--- src/rtl/instruction_decoder.sv ---
// Fetch/decode stage of the MC14500B-style 1-bit processor: issues opcode/operand,
// applies SKZ/RTN skip rules, drives the counter jump strobe. Optional skip counter: IFD_SKIP_CNT_EN.
module instruction_decoder #(
    parameter int SIZE_LOG   = 8,
    parameter int WORD_WIDTH = 8
) (
    input  logic                  clk,
    input  logic                  rst,
    input  logic [WORD_WIDTH-1:0] instr_in,
    input  logic                  rr_in,
    output logic                  op_valid,
    output logic [3:0]            opcode,
    output logic [WORD_WIDTH-5:0] operand,
    output logic                  flag_o,
    output logic                  flag_f,
    output logic                  rtn,
    output logic                  pc_write,
    output logic [SIZE_LOG-1:0]   pc_address
`ifdef IFD_SKIP_CNT_EN
    ,
    output logic [15:0]           skip_count
`endif
);

    // state  | meaning
    // FETCH  | decode/issue (or suppress) the current program word
    // TARGET | current word is a JMP target; load it into the counter
    // SKIP   | current word is the target of a suppressed JMP; discard it
    typedef enum logic [1:0] {
        ST_FETCH  = 2'd0,
        ST_TARGET = 2'd1,
        ST_SKIP   = 2'd2
    } state_t;

    localparam logic [3:0] OP_NOPO = 4'h0;
    localparam logic [3:0] OP_JMP  = 4'hC;
    localparam logic [3:0] OP_RTN  = 4'hD;
    localparam logic [3:0] OP_SKZ  = 4'hE;
    localparam logic [3:0] OP_NOPF = 4'hF;

    state_t                state;
    logic                  skz_pend;
    logic                  skip_next;
    logic [3:0]            word_opc;
    logic [WORD_WIDTH-5:0] word_opd;
    logic                  skip_now;

    assign word_opc = instr_in[WORD_WIDTH-1 -: 4];
    assign word_opd = instr_in[WORD_WIDTH-5:0];
    // rr_in is looked at on the word after SKZ, so it reflects everything issued before SKZ
    assign skip_now = skip_next | (skz_pend & ~rr_in);

    always_ff @(posedge clk or posedge rst) begin
        if (rst) begin
            state      <= ST_FETCH;
            skz_pend   <= 1'b0;
            skip_next  <= 1'b0;
            op_valid   <= 1'b0;
            opcode     <= '0;
            operand    <= '0;
            flag_o     <= 1'b0;
            flag_f     <= 1'b0;
            rtn        <= 1'b0;
            pc_write   <= 1'b0;
            pc_address <= '0;
        end else begin
            op_valid <= 1'b0;
            flag_o   <= 1'b0;
            flag_f   <= 1'b0;
            rtn      <= 1'b0;
            pc_write <= 1'b0;
            case (state)
                ST_FETCH: begin
                    skz_pend  <= 1'b0;
                    skip_next <= 1'b0;
                    if (skip_now) begin
                        // a suppressed JMP drags its target word along with it
                        if (word_opc == OP_JMP)
                            state <= ST_SKIP;
                    end else begin
                        op_valid <= 1'b1;
                        opcode   <= word_opc;
                        operand  <= word_opd;
                        case (word_opc)
                            OP_NOPO: flag_o <= 1'b1;
                            OP_NOPF: flag_f <= 1'b1;
                            OP_RTN: begin
                                rtn       <= 1'b1;
                                skip_next <= 1'b1;
                            end
                            OP_SKZ:  skz_pend <= 1'b1;
                            OP_JMP:  state    <= ST_TARGET;
                            default: ;
                        endcase
                    end
                end
                ST_TARGET: begin
                    pc_address <= instr_in[SIZE_LOG-1:0];
                    pc_write   <= 1'b1;
                    state      <= ST_FETCH;
                end
                ST_SKIP: begin
                    state <= ST_FETCH;
                end
                default: begin
                    state <= ST_FETCH;
                end
            endcase
        end
    end

`ifdef IFD_SKIP_CNT_EN
    logic suppressed;

    assign suppressed = ((state == ST_FETCH) && skip_now) || (state == ST_SKIP);

    always_ff @(posedge clk or posedge rst) begin
        if (rst)
            skip_count <= '0;
        else if (suppressed && (skip_count != 16'hFFFF))
            skip_count <= skip_count + 16'd1;
    end
`endif

endmodule

--- config.mk ---
export PLATFORM = sky130hd
export DESIGN_NAME = instruction_decoder
export DESIGN_NICKNAME = d
export VERILOG_FILES = /design/src/rtl/instruction_decoder.sv
export SDC_FILE = /design/constraint.sdc
export NUM_CORES = 1
export LEC_CHECK = 0
export ABC_AREA = 1
export BUFFER_PORTS_ARGS = -buffer_cell sky130_fd_sc_hd__buf_2
export CORE_AREA = 3 3 52 54
export CTS_BUF_LIST = sky130_fd_sc_hd__clkbuf_8
export DETAILED_ROUTE_END_ITERATION = 7
export DIE_AREA = 0 0 55 57
export PLACE_DENSITY = 0.74
export SYNTH_ARGS = -nofsm -noshare
export SYNTH_HDL_FRONTEND = slang
export SYNTH_SLANG_ARGS = --single-unit
--- constraint.sdc ---
create_clock -name clk -period 1.2 [get_ports clk]
set_clock_uncertainty 0.15 [all_clocks]
set_input_delay 0.06 -clock clk [delete_from_list [all_inputs] [get_ports clk]]
set_output_delay 0.06 -clock clk [all_outputs]
set_load 0.02 [all_outputs]
# After elaboration in Yosys (flattened, before gate mapping)
# Index checks and enable logic that the tools add are counted.
totals:
  regBits: 25
  input_bits: 11
  out_inout_bits: 21
  elab_cells: 42
op_classes:
  n_eq_ne: 6
  mux: 18
  bitwise_logic: 4
  n_reduce_logical: 3
ops:
  columns: ["cell", "n"]
  rows:
  - ["$eq A4 B4 Y1 const B", 4]
  - ["$mux W1", 14]
  - ["$mux W2", 4]
  - ["$logic_not A4 Y1", 1]
  - ["$eq A2 B1 Y1 const B", 1]
  - ["$logic_not A2 Y1", 1]
  - ["$ne A2 B2 Y1 const B", 1]
  - ["$not A1 Y1", 2]
  - ["$reduce_and A2 Y1", 1]
  - ["$and A1 B1 Y1", 1]
  - ["$or A1 B1 Y1", 1]

# Longest topological paths before layout
# Gate-level depths: netlist (run 1).
logic_depth:
  word_depth: 5
  ltp_mapped: 6
  depth_no_buf: 5

# Least setup slack after synthesis (run 1)
# No wires, ideal clock.
synth_path:
  path_kind: "reg2reg"
  startpoint: "reg state[0]"
  endpoint: "reg opcode[3]"
  setup_time_ns: 0.117
  arrival_time_ns: 0.890
  t_required_ns: 0.933
  path_slack_ns: 0.043
  stages_incl_launch_ff: 6
  n_path_buf: 1
  synth_period_minus_slack_ns: 1.157
  cell_sequence: "dfrtp_1 -> nor2_4 -> nand3_4 -> buf_6 -> nand2_1 -> nand2_1"
synth_via:
  elab_chain_len: 2
synth_rtl:
  columns: ["element", "line", "text"]
  rows:
  - ["from (decl)", "41", "state_t state;"]
  - ["from (signal assigned)", "55", "state <= ST_FETCH;"]
  - ["from (signal assigned)", "79", "state <= ST_SKIP;"]
  - ["from (signal assigned)", "92", "OP_JMP: state <= ST_TARGET;"]
  - ["$logic_not A2 Y1", "72", "case (state)"]
  - ["$reduce_and A2 Y1 (no line)", null, null]
  - ["to (signal assigned)", "82", "opcode <= word_opc;"]
  - ["to (decl)", "12", "output logic [3:0] opcode,"]
# Every way passes these cells.
# A chain may end at the register's enable or synchronous reset.

# Worst setup path in the final report (run 1)
layout_path:
  startpoint: "reg state[1]"
  endpoint: "reg skz_pend"
layout_via:
  elab_chain_len: 1
layout_rtl:
  columns: ["element", "line", "text"]
  rows:
  - ["$logic_not A2 Y1", "72", null]
  - ["to (signal assigned)", "56", "skz_pend <= 1'b0;"]
  - ["to (signal assigned)", "74", "skz_pend <= 1'b0;"]
  - ["to (signal assigned)", "91", "OP_SKZ: skz_pend <= 1'b1;"]
  - ["to (decl)", "42", "logic skz_pend;"]
# Every way passes these cells.

==> results.ini, run 1 <==
[cells_and_area]
diodes=0
drive_gt1_share_pct=37.58
final_common_cell=nand2_1
nNetsFinal=177
final_cell_mix=nand2_1, buf_2, dfrtp_1, inv_1
num-fill-cells=192
final_area_mm2=0.001506
syn2layout_area_growth_pct=41.48

[logic_synthesis]
synth_area_leader_cell=dfrtp_1
ys_top_cells_by_area=dfrtp_1, nand2_1, inv_1
synth_top_cell_area_share_pct=58.75
yosys_warnings=0
syn_area_mm2=0.001065
syn_avg_cell_area_um2=9.680
synth.ff_latch_count=25
synth_cells=110
syn_nets=121
synth.yosys.seq_area_share_pct=58.75
synth.distinct_cells=18

[power]
power_frac_clock_pct=24.6
combPwrFrac_pct=24.8
p_sw_w=0.0006095
p_sw_share_pct=30.95
vdd_drop_max_uv=1014
intPower_w=0.001360
p_per_area_mw_per_mm2=1307
total_power_w=0.001970
p_leak_nw=0.8434
seq_power_share_pct=50.6

[grt]
grt_max_degree=14
grt_pass1_wl_um=3974
track_usage_pct=17.23
grt_pass1_vias=932
antenna_found_initial=0
grt-ovfl-total=0

[clock_network]
numCtsBuffers=3
cts_tree=yes
path_clk_slew_ns=0.08
clock_path_buffers=2
htreeDepth=1
root_buffer=clkbuf_8
clock-sinks=25
clk-insertion-delay-late_ns=0.27

[setup_path]
r2r-end=skz_pend
worstSetupPathType=flip-flop to flip-flop
cp_data_arrival_time_ns=1.30
rr_startpoint=state[1]
path_max_fanout=6
required_ns=1.21
worstSetupStartpointType=flip-flop
reg2regPathDepth=5
rrSetupSlack_ns=-0.09
worstSetupEndpointType=flip-flop

[sta]
grt_setup_unrepaired=yes
tns_ns=-0.6647
drv_slew=0
fmax_ghz=0.7727
fin_ws_ns=-0.09420
worstMarginPinSlew_ns=0.3511
fin_crit_sh_pct=107.8
min_period_ns=1.294
slew_headroom_pct=76.57
hold_viol_final=0
setup_viol_count_final=11

[place]
postPlaceCellArea_mm2=0.001277
hpwl_um=1726
routabilityCongestion=0.7872
port_buffers=31
place_ws_ns=-0.08166

[outcome]
violations=negative setup slack
status=complete, but fails checks

[die]
die_x_um=55
initial_core_util_pct=47.23
die_h_um=57
rows=17
coreArea_mm2=0.002255
die_area_mm2=0.003135
ios=32

[route]
drcViolationCount=0
drtAntennaViolNets=0
drt-initial-drc-count=4
first_pass_iters=4
via_per_inst=4.798
routedWlPerCell_um=12.78
vias=926
routed_wl_um=2467

[job]
drv_cap=0

[hold_path]
hold_class=primary input to flip-flop
min_to=flag_f
hold_depth=5
worstHoldStart=rr_in

==> synthesized netlist by cell type <==
library cell  instances
nand2_1              40
dfrtp_1              25
inv_1                13
nand4_1               7
nor2_1                7
o21ai_0               4
buf_4                 2
buf_6                 2
a21oi_1               1
nand2_4               1
nand3_1               1
nand3_4               1
nand4_4               1
nor2_2                1
nor2_4                1
nor3_1                1
o21bai_2              1
o21bai_4              1
==> cell families (layout without fill, tap and decap cells) <==
logic type / Yosys count / in the layout / share of synthesized area, %
AND/OR/NAND/NOR: 61 / 62 / 27.97
flip-flops: 25 / 25 / 58.75
buffers and inverters: 17 / 71 / 8.108
AO/OA/AOI/OAI: 7 / 7 / 5.170
==> worst max-delay path, stage by stage (launching register included) <==
cell	delay, ns
dfrtp_1	0.42
nor2_4	0.20
buf_4	0.15
buf_6	0.08
nor2_1	0.02
o21bai_2	0.17
==> flip-flops by register name, summed over array words and instances (netlist names) <==
register,cells
pc_address,8
opcode,4
operand,4
state,2
flag_f,1
flag_o,1
op_valid,1
pc_write,1
rtn,1
skip_next,1
skz_pend,1
==> through the flow <==
stage                     utilization, %  instances  hold WS (ns)
final                              66.81        193       0.07720
after global routing               66.81        193        0.1079
after CTS                          63.98        188       0.05519
after global placement             56.66        173       -0.1236
after floorplan                        -        110      -0.06268
after detailed placement           56.66        173       -0.1138
==> power by group through the flow <==
stage               Sequential [W]  Combinational, W  Clock [W]
floorplan                  0.00114          0.000149          0
global placement           0.00101          0.000437          0
detailed placement         0.00101          0.000446          0
CTS                       0.000998          0.000476   0.000501
global route               0.00101          0.000535   0.000533
finish                    0.000997          0.000488   0.000485
==> what timing repair did <==
| item | CTS | global route |
|---|---|---|
| resized for setup | 5 | 8 |
| pin swaps | 0 | 3 |
| setup endpoints to repair | 17 | 19 |
| hold buffers | 9 | 0 |
| hold endpoints to repair | 43 | 0 |
| setup buffers | 2 | 5 |
| cloned | 0 | 1 |
==> layer usage <==
metal | wire length (µm) | global-route usage, %
met5 | 0 | 0
met2 | 1277 | 29.05
met4 | 47 | 7.292
met3 | 109 | 3.133
met1 | 1032 | 20.95
==> final cells by class <==
cell class	instances	area, µm²	area share (%)
repair buffers	54	369.1	24.50
clock buffers	3	41.29	2.741
well taps	28	35.03	2.326
flip-flops and latches	25	625.6	41.53
inverters	13	48.80	3.239
clock inverters	1	3.754	0.2492
multi-input cells	69	382.9	25.42
==> how the worst max path moves through the flow <==
stage / startpoint / endpoint / slack (ns) / cells past startpoint
finish: state[1] / skz_pend / -0.09 / 5
CTS: state[0] / opcode[3] / -0.09 / 4
floorplan: state[0] / opcode[3] / 0.04 / 5
detailed placement: state[1] / pc_address[3] / -0.08 / 5
global placement: state[1] / pc_address[1] / -0.07 / 5
global route: state[1] / opcode[2] / -0.16 / 5
No activity file was read; power rests on OpenSTA's default activity.
==> run 2, diff against run 1 <==
==> config.mk (replaced) <==
export PLATFORM = sky130hd
export DESIGN_NAME = instruction_decoder
export DESIGN_NICKNAME = d
export VERILOG_FILES = /design/src/rtl/instruction_decoder.sv
export SDC_FILE = /design/constraint.sdc
export NUM_CORES = 1
export LEC_CHECK = 0
export BUFFER_PORTS_ARGS = -buffer_cell sky130_fd_sc_hd__buf_2
export CORE_AREA = 3 3 50 52
export CTS_BUF_LIST = sky130_fd_sc_hd__clkbuf_8
export DETAILED_ROUTE_END_ITERATION = 7
export DIE_AREA = 0 0 53 55
export PLACE_DENSITY = 0.75
export SYNTH_ARGS = -nofsm -noshare
export SYNTH_HDL_FRONTEND = slang
export SYNTH_SLANG_ARGS = --single-unit
==> run 2 against run 1 <==
Net effect: the flow still finishes with violations (negative setup slack); combinational power up 4%; final cell count down 26%; die area down 7.0%; first-iteration DRC count down 25%; sequential cell count unchanged; register-to-register slack worse by 0.38 ns; clock power up 3%; via count down 26%; sequential power about the same; clock-buffer cell count unchanged; critical path type unchanged; largest power group unchanged; highest routed layer unchanged.
==> results.ini, run 2 <==
[logic_synthesis]
syn_area_um2=962.2
synth_area_leader_cell=dfrtp_1
syn_avg_cell_area_um2=15.03
synth_cells=64
dominantRegCellSynth=dfrtp_1
synth_fa_ha_area_share_pct=0
synth.area.mux_share_pct=20.68
synth.ff_latch_count=25
async_flop_share_pct=100.0
yosys.area_share.simple_pct=9.103
yosys_warnings=0
synth.distinct_cells=16
synth_edf_count=0
synth-xor-area-share_pct=0
synth_compound_gate_area_share_pct=2.341
synth_top_family_by_area=multiplexers
yosysMostFrequentCell=dfrtp_1
ys_top_cells_by_area=dfrtp_1, mux2_2, mux2_4
syn_nets=75
synth_top_cells_by_count=dfrtp_1, mux2_2, mux2_4, nor2_1
synth_top_cell_area_share_pct=65.02
synth.yosys.seq_area_share_pct=65.02

[route]
vias=683
first_pass_iters=3
via_per_inst=4.776
drt-initial-drc-count=3
drcViolationCount=0
drtAntennaViolNets=0
routedWlPerCell_um=13.48
routed_wl_um=1928

[cells_and_area]
drive_gt1_share_pct=59.13
largest_register_ffs=8
num-fill-cells=170
nNetsFinal=127
final_cell_mix=buf_2, dfrtp_1, mux2_4, dlygate4sd3_1
final_common_cell=buf_2
top_register=pc_address
diodes=0
final_area_mm2=0.001436
syn2layout_area_growth_pct=49.29
utilization_pct=66.86
reg_top3=pc_address x8, opcode x4, operand x4

[sta]
worstMarginPinSlew_ns=0.3034
min_period_ns=1.669
hold_ws_ns=0.04759
setup_viol_count_final=23
hold_viol_final=0
fin_crit_sh_pct=139.1
grt_setup_unrepaired=yes
drv_slew=0
fmax_ghz=0.5991
fin_ws_ns=-0.4693
slew_headroom_pct=79.77

[clock_network]
clock_path_buffers=2
root_buffer=clkbuf_8
cts_tree=yes
numCtsBuffers=3
clk-insertion-delay-late_ns=0.26
htreeDepth=1
path_clk_slew_ns=0.09
clock-sinks=25

[setup_path]
worstSetupStartpointType=flip-flop
rrSetupSlack_ns=-0.47
worstSetupEndpointType=flip-flop
cp_data_arrival_time_ns=1.68
r2r-end=operand[1]
rr_startpoint=skz_pend
path_max_fanout=12
reg2regPathDepth=4
required_ns=1.21
worstSetupPathType=flip-flop to flip-flop

[place]
routabilityCongestion=0.7144
postPlaceCellArea_mm2=0.001239
port_buffers=31
hpwl_um=1296

[power]
p_per_area_mw_per_mm2=1394
total_power_w=0.002002
p_leak_nw=0.7087
vdd_drop_max_uv=1148

[grt]
grt_max_degree=26
grt_pass1_wl_um=2932
grt_pass1_vias=648
track_usage_pct=14.24
grt-ovfl-total=0
antenna_found_initial=0

[job]
drv_cap=0

[die]
die_h_um=55
ios=32
coreArea_mm2=0.002148
die_area_mm2=0.002915
die_x_um=53
rows=17
initial_core_util_pct=44.79

[outcome]
status=complete, but fails checks
violations=negative setup slack

[hold_path]
worstHoldStart=rr_in
min_to=state[0]
hold_depth=4
hold_class=primary input to flip-flop

## run 2: cell count changes in the layout (fill, tap and decap cells not counted), moves of 3 or more
cell,change
nor2_2,-3
nand4_1,-6
mux2_4,+14
nand2_1,-39
buf_4,-5
inv_1,-10
## run 2: cell type report
cell class | count | area, µm² | share of cell area, %
clock buffer | 3 | 41.29 | 2.875
clock inverter | 1 | 7.507 | 0.5226
inverter | 3 | 11.26 | 0.7840
multi-input combinational | 34 | 375.4 | 26.13
sequential | 25 | 625.6 | 43.55
tap | 28 | 35.03 | 2.439
timing repair buffer | 49 | 340.3 | 23.69
## run 2: how the worst max path moves through the flow
| stage | slack [ns] | depth (start not counted) | end | start |
|---|---|---|---|---|
| 6_report | -0.47 | 4 | operand[1] | skz_pend |
| 5_1_grt | -0.51 | 4 | operand[0] | skz_pend |
| 4_1_cts | -0.47 | 4 | operand[2] | skz_pend |
| 3_5_place_dp | -0.46 | 4 | opcode[0] | skz_pend |
| 3_3_place_gp | -0.44 | 4 | opcode[3] | skz_pend |
| 2_1_floorplan | -0.46 | 3 | opcode[0] | skip_next |
## run 2: timing repair
| item | CTS | global route |
|---|---|---|
| hold endpoints to repair | 47 | 0 |
| pin swaps | 0 | 2 |
| buffers inserted | 1 | 1 |
| endpoints found under the setup margin | 22 | 23 |
| resized for setup | 5 | 9 |
| hold buffers | 9 | 0 |
## run 2: through the flow
| stage | setup TNS, ns | cells | setup WS (ns) |
|---|---|---|---|
| 4_1_cts | -6.509 | 142 | -0.4661 |
| 5_1_grt | -8.219 | 143 | -0.5061 |
| 6_report | -7.193 | 143 | -0.4693 |
| 2_1_floorplan | -5.150 | 64 | -0.4567 |
| 3_3_place_gp | -6.464 | 129 | -0.4389 |
| 3_5_place_dp | -6.908 | 129 | -0.4603 |
## run 2: per-layer routing
layer | vias to the layer above | wire length [µm] | global-route usage [%]
met4 | 0 | 29 | 7.660
met3 | 4 | 126 | 2.681
met2 | 22 | 968 | 23.35
li1 | 324 | - | -
met1 | 333 | 803 | 17.86
met5 | - | 0 | 0
## run 2: logic make-up (layout without fill, tap and decap cells)
group	after synthesis	count (layout)
AND/OR/NAND/NOR	14	14
buffers and inverters	5	56
AO/OA/AOI/OAI	4	4
multiplexers	16	16
flip-flops	25	25
## run 2: power breakdown
| part | internal, W | switching, W |
|---|---|---|
| combinational | 0.000252 | 0.000254 |
| sequential | 0.000943 | 0.0000526 |
| clock | 0.000235 | 0.000266 |
| total | 0.00143 | 0.000573 |
## run 2: worst max-delay path, cell delays in order (launching register included)
cell and delay, ns:
dfrtp_1 0.39, nor2b_4 0.13, or4_4 0.44, buf_12 0.17, mux2_4 0.29
==> run 3, diff against run 2 <==
--- a/config.mk
+++ b/config.mk
@@ -10,6 +10,7 @@
 export CTS_BUF_LIST = sky130_fd_sc_hd__clkbuf_8
 export DETAILED_ROUTE_END_ITERATION = 7
 export DIE_AREA = 0 0 53 55
+export GPL_TIMING_DRIVEN = 0
 export PLACE_DENSITY = 0.75
 export SYNTH_ARGS = -nofsm -noshare
 export SYNTH_HDL_FRONTEND = slang
==> run 3 against run 2 <==
Net effect: the run ends with negative hold slack, negative setup slack left; via count is 1.8% higher; die area stayed put; clock-buffer cell count stayed put; sequential share of layout area is 1.6 points lower; utilization is 2.6 points higher; critical endpoint is now opcode[0]; largest power group unchanged; fmax is 3.8% lower; clock power is 6.8% lower.
==> results.ini, run 3 (synthesis results as in run 2) <==
[setup_path]
worstSetupPathType=flip-flop to flip-flop
max_stage_delay_ns=0.49
required_ns=1.20
critPathTopFamily=simple AND/OR/NAND/NOR gates
slowest_stage=or4_4
critical_path.cell_chain=nor2b_4 > or4_4 > buf_8 > mux2_4
cp_num_buf_inv=1
cp_data_arrival_time_ns=1.74
path_max_fanout=5
worstSetupStartpointType=flip-flop
worstSetupEndpointType=flip-flop

[power]
power_frac_clock_pct=23.4
seq_power_share_pct=49.8
combPwrFrac_pct=26.8
p_leak_nw=0.7347
p_per_area_mw_per_mm2=1335
total_power_w=0.001993
p_sw_share_pct=27.98
intPower_w=0.001435
p_sw_w=0.0005578
vdd_drop_max_uv=1270

[sta]
hold_ws_ns=-0.1532
hold_viol_final=25
fin_ws_ns=-0.5352
fin_crit_sh_pct=144.6
drv_slew=0
tns_ns=-7.588
setup_viol_count_final=23
slew_headroom_pct=37.72
grt_setup_unrepaired=yes
fmax_ghz=0.5763
min_period_ns=1.735
worstMarginPinSlew_ns=0.9331

[die]
rows=17
coreArea_mm2=0.002148
ios=32
die_area_mm2=0.002915
die_h_um=55
initial_core_util_pct=44.79
die_x_um=53

[clock_network]
numCtsBuffers=3
path_clk_slew_ns=0.08
clk-insertion-delay-late_ns=0.26
hold_buffers=8
clock_path_buffers=2
cts_tree=yes
clock-sinks=25
root_buffer=clkbuf_8
htreeDepth=1

[route]
vias=695
routedWlPerCell_um=14.99
drtAntennaViolNets=0
drt-initial-drc-count=5
via_per_inst=4.826
routed_wl_um=2158
first_pass_iters=3
drcViolationCount=0

[hold_path]
hold_class=primary input to asynchronous set/reset pin

[cells_and_area]
final_area_mm2=0.001493
largest_register_ffs=8
final_cell_mix=buf_2, dfrtp_1, mux2_4, dlygate4sd3_1, buf_6
syn2layout_area_growth_pct=55.14
diodes=0
nNetsFinal=128
drive_gt1_share_pct=61.21
reg_top3=pc_address x8, opcode x4, operand x4
num-fill-cells=155
final_common_cell=buf_2
top_register=pc_address

[place]
postPlaceCellArea_mm2=0.001185
port_buffers=31
routabilityCongestion=0.6602
hpwl_um=1189
place_ws_ns=-0.5182

[grt]
grt-ovfl-total=0
grt_pass1_wl_um=3256
grt_pass1_vias=682
track_usage_pct=15.73
grt_max_degree=26
antenna_found_initial=0

[outcome]
status=complete, but fails checks
violations=negative hold slack, negative setup slack

[job]
drv_cap=0

[run 3: repair_timing]
| item | CTS | global route |
|---|---|---|
| resized for setup | 18 | 6 |
| endpoints found under the setup margin | 22 | 24 |
| pin swaps | 4 | 1 |
| setup buffers | 4 | 4 |
| endpoints found under the hold margin | 46 | 25 |
| gates cloned | 2 | 0 |
[run 3: power groups by stage]
stage          logic [W]  clock network (W)  registers, W
5_1_grt         0.000572           0.000507       0.00101
3_5_place_dp    0.000458                  0       0.00101
2_1_floorplan   0.000181                  0       0.00113
4_1_cts         0.000523           0.000479      0.000992
3_3_place_gp    0.000453                  0       0.00100
6_report        0.000533           0.000467      0.000993
[run 3: layout make-up]
cell class | count | area, µm² | area share [%]
sequential | 25 | 625.6 | 41.91
multi-input combinational | 34 | 411.6 | 27.58
timing repair buffer | 48 | 337.8 | 22.63
clock buffer | 3 | 41.29 | 2.766
tap | 28 | 35.03 | 2.347
buffer | 2 | 26.28 | 1.760
inverter | 3 | 11.26 | 0.7544
clock inverter | 1 | 3.754 | 0.2515
[run 3: worst paths after layout]
path	to	slack [ns]	start	cells after the start
worst max-delay path	opcode[0]	-0.54	skz_pend	4
worst min register to register	pc_address[0]	0.36	pc_address[0]	1
min in group clk	state[0]	0.15	rr_in	5
max in group asynchronous	pc_address[2]	0.49	rst	2
worst min-delay path	state[1]	-0.15	rst	2
worst max register to register	opcode[0]	-0.54	skz_pend	4
[run 3: through the flow]
step | utilization, % | hold WS, ns | instances
2_1_floorplan | - | -0.06268 | 64
3_3_place_gp | 55.15 | 0.1339 | 123
3_5_place_dp | 55.15 | 0.1469 | 123
4_1_cts | 67.09 | -0.1365 | 141
5_1_grt | 69.48 | -0.08802 | 144
6_report | 69.48 | -0.1532 | 144
[run 3: layer usage]
metal	up-vias	global-route usage (%)	share of wire (%)
li1	326	-	-
met1	345	19.90	43
met2	22	27.07	50
met3	2	4.826	6.3
met4	0	2.553	0.23
met5	-	0	0
